## src/rtl/dmem_access_ctrl_pkg.sv

```systemverilog
// Shared types and helpers for the data-memory access controller.
// Access width/sign decode is kept here so controller and load extender agree.
package dmem_access_ctrl_pkg;

   localparam int ADDR_W = 32;
   localparam int DATA_W = 64;

   typedef logic [ADDR_W-1:0] addr_t;
   typedef logic [DATA_W-1:0] data_t;
   typedef logic [7:0]        mask_t;

   typedef enum logic [2:0] {
      MEM_NO = 3'd0,
      MEM_B  = 3'd1,
      MEM_H  = 3'd2,
      MEM_W  = 3'd3,
      MEM_D  = 3'd4,
      MEM_UB = 3'd5,
      MEM_UH = 3'd6,
      MEM_UW = 3'd7
   } mem_op_enum;

   typedef enum logic [1:0] {
      IDLE = 2'd0,
      REQ  = 2'd1,
      WAIT = 2'd2,
      ERR  = 2'd3
   } dmem_state_enum;

   function automatic logic is_misaligned(input mem_op_enum op, input logic [2:0] lo);
      logic mis;
      case (op)
         MEM_H, MEM_UH: mis = lo[0];
         MEM_W, MEM_UW: mis = |lo[1:0];
         MEM_D:         mis = |lo;
         default:       mis = 1'b0;
      endcase
      return mis;
   endfunction

   // Byte enables for an access at lane 0; the caller shifts to the real lane.
   function automatic mask_t base_mask(input mem_op_enum op);
      mask_t m;
      case (op)
         MEM_B, MEM_UB: m = 8'h01;
         MEM_H, MEM_UH: m = 8'h03;
         MEM_W, MEM_UW: m = 8'h0F;
         MEM_D:         m = 8'hFF;
         default:       m = 8'h00;
      endcase
      return m;
   endfunction

endpackage

```

## src/rtl/dmem_access_ctrl_load_ext.sv

```systemverilog
// Load-data alignment: shifts the addressed lane down to bit 0 and
// sign/zero-extends according to the access type.
module dmem_load_ext
   import dmem_access_ctrl_pkg::*;
(
   input  mem_op_enum  mem_op,
   input  logic [2:0]  addr_lo,
   input  data_t       rdata,
   output data_t       data
);

   data_t shifted;

   assign shifted = rdata >> {addr_lo, 3'b000};

   always_comb begin
      data = '0;
      case (mem_op)
         MEM_B:  data = {{56{shifted[7]}},  shifted[7:0]};
         MEM_UB: data = {56'd0,             shifted[7:0]};
         MEM_H:  data = {{48{shifted[15]}}, shifted[15:0]};
         MEM_UH: data = {48'd0,             shifted[15:0]};
         MEM_W:  data = {{32{shifted[31]}}, shifted[31:0]};
         MEM_UW: data = {32'd0,             shifted[31:0]};
         MEM_D:  data = shifted;
         default: data = '0;
      endcase
   end

endmodule

```

## src/rtl/dmem_access_ctrl.sv

```systemverilog
// Data-memory access controller: accepts one pipeline load/store at a time,
// issues it to memory and returns a single-cycle completion.
//
// state | meaning
// IDLE  | req_ready high, waiting for a request (also the completion cycle of MEM_NO/loads/stores)
// REQ   | dmem_req_valid high with latched request, waiting for dmem_req_ready
// WAIT  | request handed off, waiting for dmem_resp_valid
// ERR   | one-cycle misaligned completion, no memory access
module dmem_access_ctrl
   import dmem_access_ctrl_pkg::*;
(
   input  logic        clk,
   input  logic        rst,

   input  logic        req_valid,
   output logic        req_ready,
   input  mem_op_enum  mem_op,
   input  logic        req_we,
   input  addr_t       req_addr,
   input  data_t       req_wdata,

   output logic        resp_valid,
   output data_t       resp_rdata,
   output logic        resp_misalign,

   output logic        dmem_req_valid,
   input  logic        dmem_req_ready,
   output addr_t       dmem_addr,
   output logic        dmem_wen,
   output data_t       dmem_wdata,
   output mask_t       dmem_wmask,

   input  logic        dmem_resp_valid,
   input  data_t       dmem_rdata
);

   dmem_state_enum state;
   mem_op_enum     lat_op;
   logic           lat_we;
   addr_t          lat_addr;
   data_t          lat_wdata;
   data_t          load_data;

   assign dmem_addr  = lat_addr;
   assign dmem_wen   = lat_we;
   assign dmem_wdata = lat_wdata;

   dmem_load_ext u_load_ext (
      .mem_op  (lat_op),
      .addr_lo (lat_addr[2:0]),
      .rdata   (dmem_rdata),
      .data    (load_data)
   );

   // req_ready drops for the completion cycle so the next request lands one cycle later.
   always_ff @(posedge clk) begin
      if (rst) begin
         state          <= IDLE;
         req_ready      <= 1'b1;
         resp_valid     <= 1'b0;
         resp_misalign  <= 1'b0;
         resp_rdata     <= '0;
         dmem_req_valid <= 1'b0;
         dmem_wmask     <= '0;
         lat_op         <= MEM_NO;
         lat_we         <= 1'b0;
         lat_addr       <= '0;
         lat_wdata      <= '0;
      end else begin
         resp_valid    <= 1'b0;
         resp_misalign <= 1'b0;
         case (state)
            IDLE: begin
               req_ready <= 1'b1;
               if (req_ready && req_valid) begin
                  req_ready  <= 1'b0;
                  resp_rdata <= '0;
                  if (mem_op == MEM_NO) begin
                     resp_valid <= 1'b1;
                  end else begin
                     lat_op    <= mem_op;
                     lat_we    <= req_we;
                     lat_addr  <= req_addr;
                     lat_wdata <= req_wdata;
                     if (is_misaligned(mem_op, req_addr[2:0])) begin
                        state         <= ERR;
                        resp_valid    <= 1'b1;
                        resp_misalign <= 1'b1;
                        dmem_wmask    <= '0;
                     end else begin
                        state          <= REQ;
                        dmem_req_valid <= 1'b1;
                        dmem_wmask     <= req_we ? (base_mask(mem_op) << req_addr[2:0]) : '0;
                     end
                  end
               end
            end
            REQ: begin
               if (dmem_req_ready) begin
                  dmem_req_valid <= 1'b0;
                  state          <= WAIT;
               end
            end
            WAIT: begin
               if (dmem_resp_valid) begin
                  resp_valid <= 1'b1;
                  resp_rdata <= lat_we ? '0 : load_data;
                  state      <= IDLE;
               end
            end
            ERR: begin
               req_ready <= 1'b1;
               state     <= IDLE;
            end
            default: state <= IDLE;
         endcase
      end
   end

endmodule

```

## config.mk

```make
export PLATFORM = sky130hd
export DESIGN_NAME = dmem_access_ctrl
export DESIGN_NICKNAME = d
export VERILOG_FILES = /design/src/rtl/dmem_access_ctrl_pkg.sv /design/src/rtl/dmem_access_ctrl_load_ext.sv /design/src/rtl/dmem_access_ctrl.sv
export SDC_FILE = /design/constraint.sdc
export NUM_CORES = 1
export LEC_CHECK = 0
export CORE_MARGIN = 2
export CORE_UTILIZATION = 48
export DETAILED_ROUTE_END_ITERATION = 7
export PLACE_DENSITY = 0.87
export SYNTH_ARGS = -nofsm -noshare
export SYNTH_HDL_FRONTEND = slang
export SYNTH_SLANG_ARGS = --single-unit
```

## constraint.sdc

```tcl
create_clock -name clk -period 5.53 [get_ports clk]
set_input_delay 1.3825 -clock clk [delete_from_list [all_inputs] [get_ports clk]]
set_output_delay 1.3825 -clock clk [all_outputs]
set_load 0.03 [all_outputs]
```

==> impl_metrics.tcl <==
set metrics [dict create \
    status "complete, no violations" \
    grt_max_degree 134 \
    worstSetupPathType "in -> reg" \
    finalSetupTns_ns 0 \
    port_buffers 341 \
    slew-limit-headroom_pct 27.3 \
    coreArea_um2 18000 \
    syn_avg_cell_area_um2 8.60 \
    setup_viol 0 \
    cp.arrival_ns 3.97 \
    detail_route.wl_per_cell_um 20.6 \
    track_usage_pct 31.8 \
    vias_per_cell 5.91 \
    synth_top_cell_by_area "dfxtp_1" \
    grt_pass1_vias 9013 \
    cp-end-kind "register" \
    path_max_fanout 42 \
    syn_area_um2 8810 \
    drtIter0Drc 828 \
    cts_resized 0 \
    grt_pass1_wl_um 48800 \
    slew_viol_final 0 \
    layout.cells.most_common "clkdlybuf4s50_1" \
    synthCells 1025 \
    ir_drop_mv 0.261 \
    crit_buf_inv 3 \
    post-cts-setup-buffers 0 \
    slowest_stage "nor2_4" \
    max_stage_delay_ns 0.74 \
    cts_buffer_depth 2 \
    cp-start-kind "input port" \
    final_area_um2 13000 \
    ys_async_sr_fraction_pct 0 \
    yosysSeqAreaShare_pct 40.4 \
    routed_wirelength_um 32100 \
    post-route-drc-count 0 \
    leakage_nw 4.38 \
    rsz0062_at_grt "false" \
    hold_viol_final 0 \
    initial_utilization_pct 49.1 \
    power_density_nw_per_um2 377 \
    synthFlopType "dfxtp_1" \
    ios 342 \
    ys_warn_count 0 \
    synth_edf_count 0 \
    placed_area_um2 12300 \
    min_path_type "reg -> reg" \
    synth_seq_cells 178 \
    cts_sinks 178 \
    final_antenna_net_count 0 \
    insertion_delay_ns 0.44 \
    die_y_um 140 \
    cts_inserted_buffers 17 \
    hpwl_um 22600 \
    synth_top_area_share_pct 40.4 \
    drv_cap 0 \
    final_cell_mix "clkdlybuf4s50_1, nand2_1, dfxtp_1, a21oi_1, mux2i_1" \
    htree_levels 4 \
    cts_tree "done" \
    nFillCells 1336 \
    gp_congestion 0.898 \
    vias 9185 \
    ys_types 52 \
    fmax_mhz 275 \
    synth_area_leaders "dfxtp_1, nand2_1, a21oi_1" \
    multi_input_comb_area_um2 4880 \
    ff_latch_area_um2 3570 \
    first_pass_iters 6 \
    synth_nets 1201 \
    clk_pin_slew_ns 0.07 \
    gr-total-overflow 0 \
    finalClockSkew_ns 0.0125 \
    die_w_um 140 \
    min_period_ns 3.63 \
    crit_family "simple AND/OR/NAND/NOR gates" \
    post-route-period-util_pct 65.7 \
    worst_slew_pin_slew_ns 1.08 \
    cts_hold_buf 0 \
    cp_cell_sequence "clkdlybuf4s50_1, inv_1, ha_1, nor2b_1, nor2_4, buf_4, nand2_1, a21oi_1" \
    drive_gt1_share_pct 9.46 \
    cts-root-buf "clkbuf_16" \
    rows 49 \
    dieArea_um2 19500 \
    final_nets 1484 \
    required_ns 5.87 \
    area_growth_pct 47.3 \
    antenna_found_initial 3 \
]
## kinds of logic after synthesis
| logic type | synth area share [%] |
|---|---|
| buf+inv | 4.73 |
| simple gates | 14.8 |
| mux | 14.5 |
| compound gates | 24.5 |
| fa+ha+maj | 0.994 |
| flops | 40.4 |
## registers in the layout (all words and copies together), names as in the netlist, 2 cells and up
register and flops:
dmem_wdata 64, resp_rdata 64, dmem_addr 32, dmem_wmask 8, lat_op 3, state 2
## per-layer routing
metal	up-vias	share of wire, %	global-route usage (%)
met5	-	0	0
met2	525	47	52.4
met3	101	11	10.6
met1	4321	37	37.2
li1	4238	-	-
met4	0	4.7	15.8
## report_power, final
| part | internal (mW) | switching [mW] |
|---|---|---|
| registers | 1.44 | 0.0932 |
| clock network | 0.799 | 0.558 |
| logic | 0.739 | 1.26 |
## Yosys cell counts, types with 7 or more instances
cell and instances:
a211o_1 8, a211oi_1 15, a211oi_2 19, a21boi_0 10
a21oi_1 156, a221oi_2 7, a22o_1 8, a22oi_1 31
buf_1 10, buf_2 18, clkbuf_1 59, dfxtp_1 178
ha_1 7, inv_1 12, mux2_2 19, mux2i_1 57
mux4_2 22, nand2_1 241, nand2b_1 8, nor2_1 37
nor2b_1 10, o211ai_1 7, o21ai_0 30, o2bb2ai_1 7
## worst register-to-register path, delay by kind of cell, from the launching register on
family                 cells  cell delay, ns
multiplexers               1            0.44
AO/OA/AOI/OAI              2            0.32
flip-flops                 1            0.34
buffers and inverters      2            0.98
AND/OR/NAND/NOR            2            0.87
## final cells by class
class | count | share of cell area (%)
Clock buffer | 19 | 3.49
Inverter | 12 | 0.347
Timing Repair Buffer | 354 | 27.2
Clock inverter | 13 | 1.62
Tap cell | 229 | 2.21
Multi-Input combinational cell | 745 | 37.6
Antenna cell | 4 | 0.0771
Sequential cell | 178 | 27.5
## per-stage QoR
| stage | util, % | instances | hold slack [ns] | setup WS, ns | total power [mW] |
|---|---|---|---|---|---|
| floorplan | - | 1025 | 0.501 | 2.57 | 2.82 |
| global placement | 68.5 | 1518 | 0.440 | 1.68 | 3.49 |
| detailed placement | 68.5 | 1518 | 0.444 | 1.57 | 3.53 |
| CTS | 72.2 | 1550 | 0.455 | 1.92 | 4.89 |
| global route | 72.2 | 1553 | 0.473 | 1.71 | 5.11 |
| finish | 72.3 | 1554 | 0.454 | 1.90 | 4.89 |
## final timing paths
kind | from | cells after the start | endpoint | slack [ns]
max | mem_op[0] | 8 | dmem_wdata[16]$_SDFFE_PP0P_ | 1.90
min reg2reg | dmem_addr[20]$_SDFFE_PP0P_ | 2 | dmem_addr[20]$_SDFFE_PP0P_ | 0.45
min | dmem_addr[20]$_SDFFE_PP0P_ | 2 | dmem_addr[20]$_SDFFE_PP0P_ | 0.45
max reg2reg | dmem_addr[1]$_SDFFE_PP0P_ | 7 | resp_rdata[50]$_SDFFE_PP0P_ | 2.42
No activity file was read; power rests on OpenSTA's default activity.
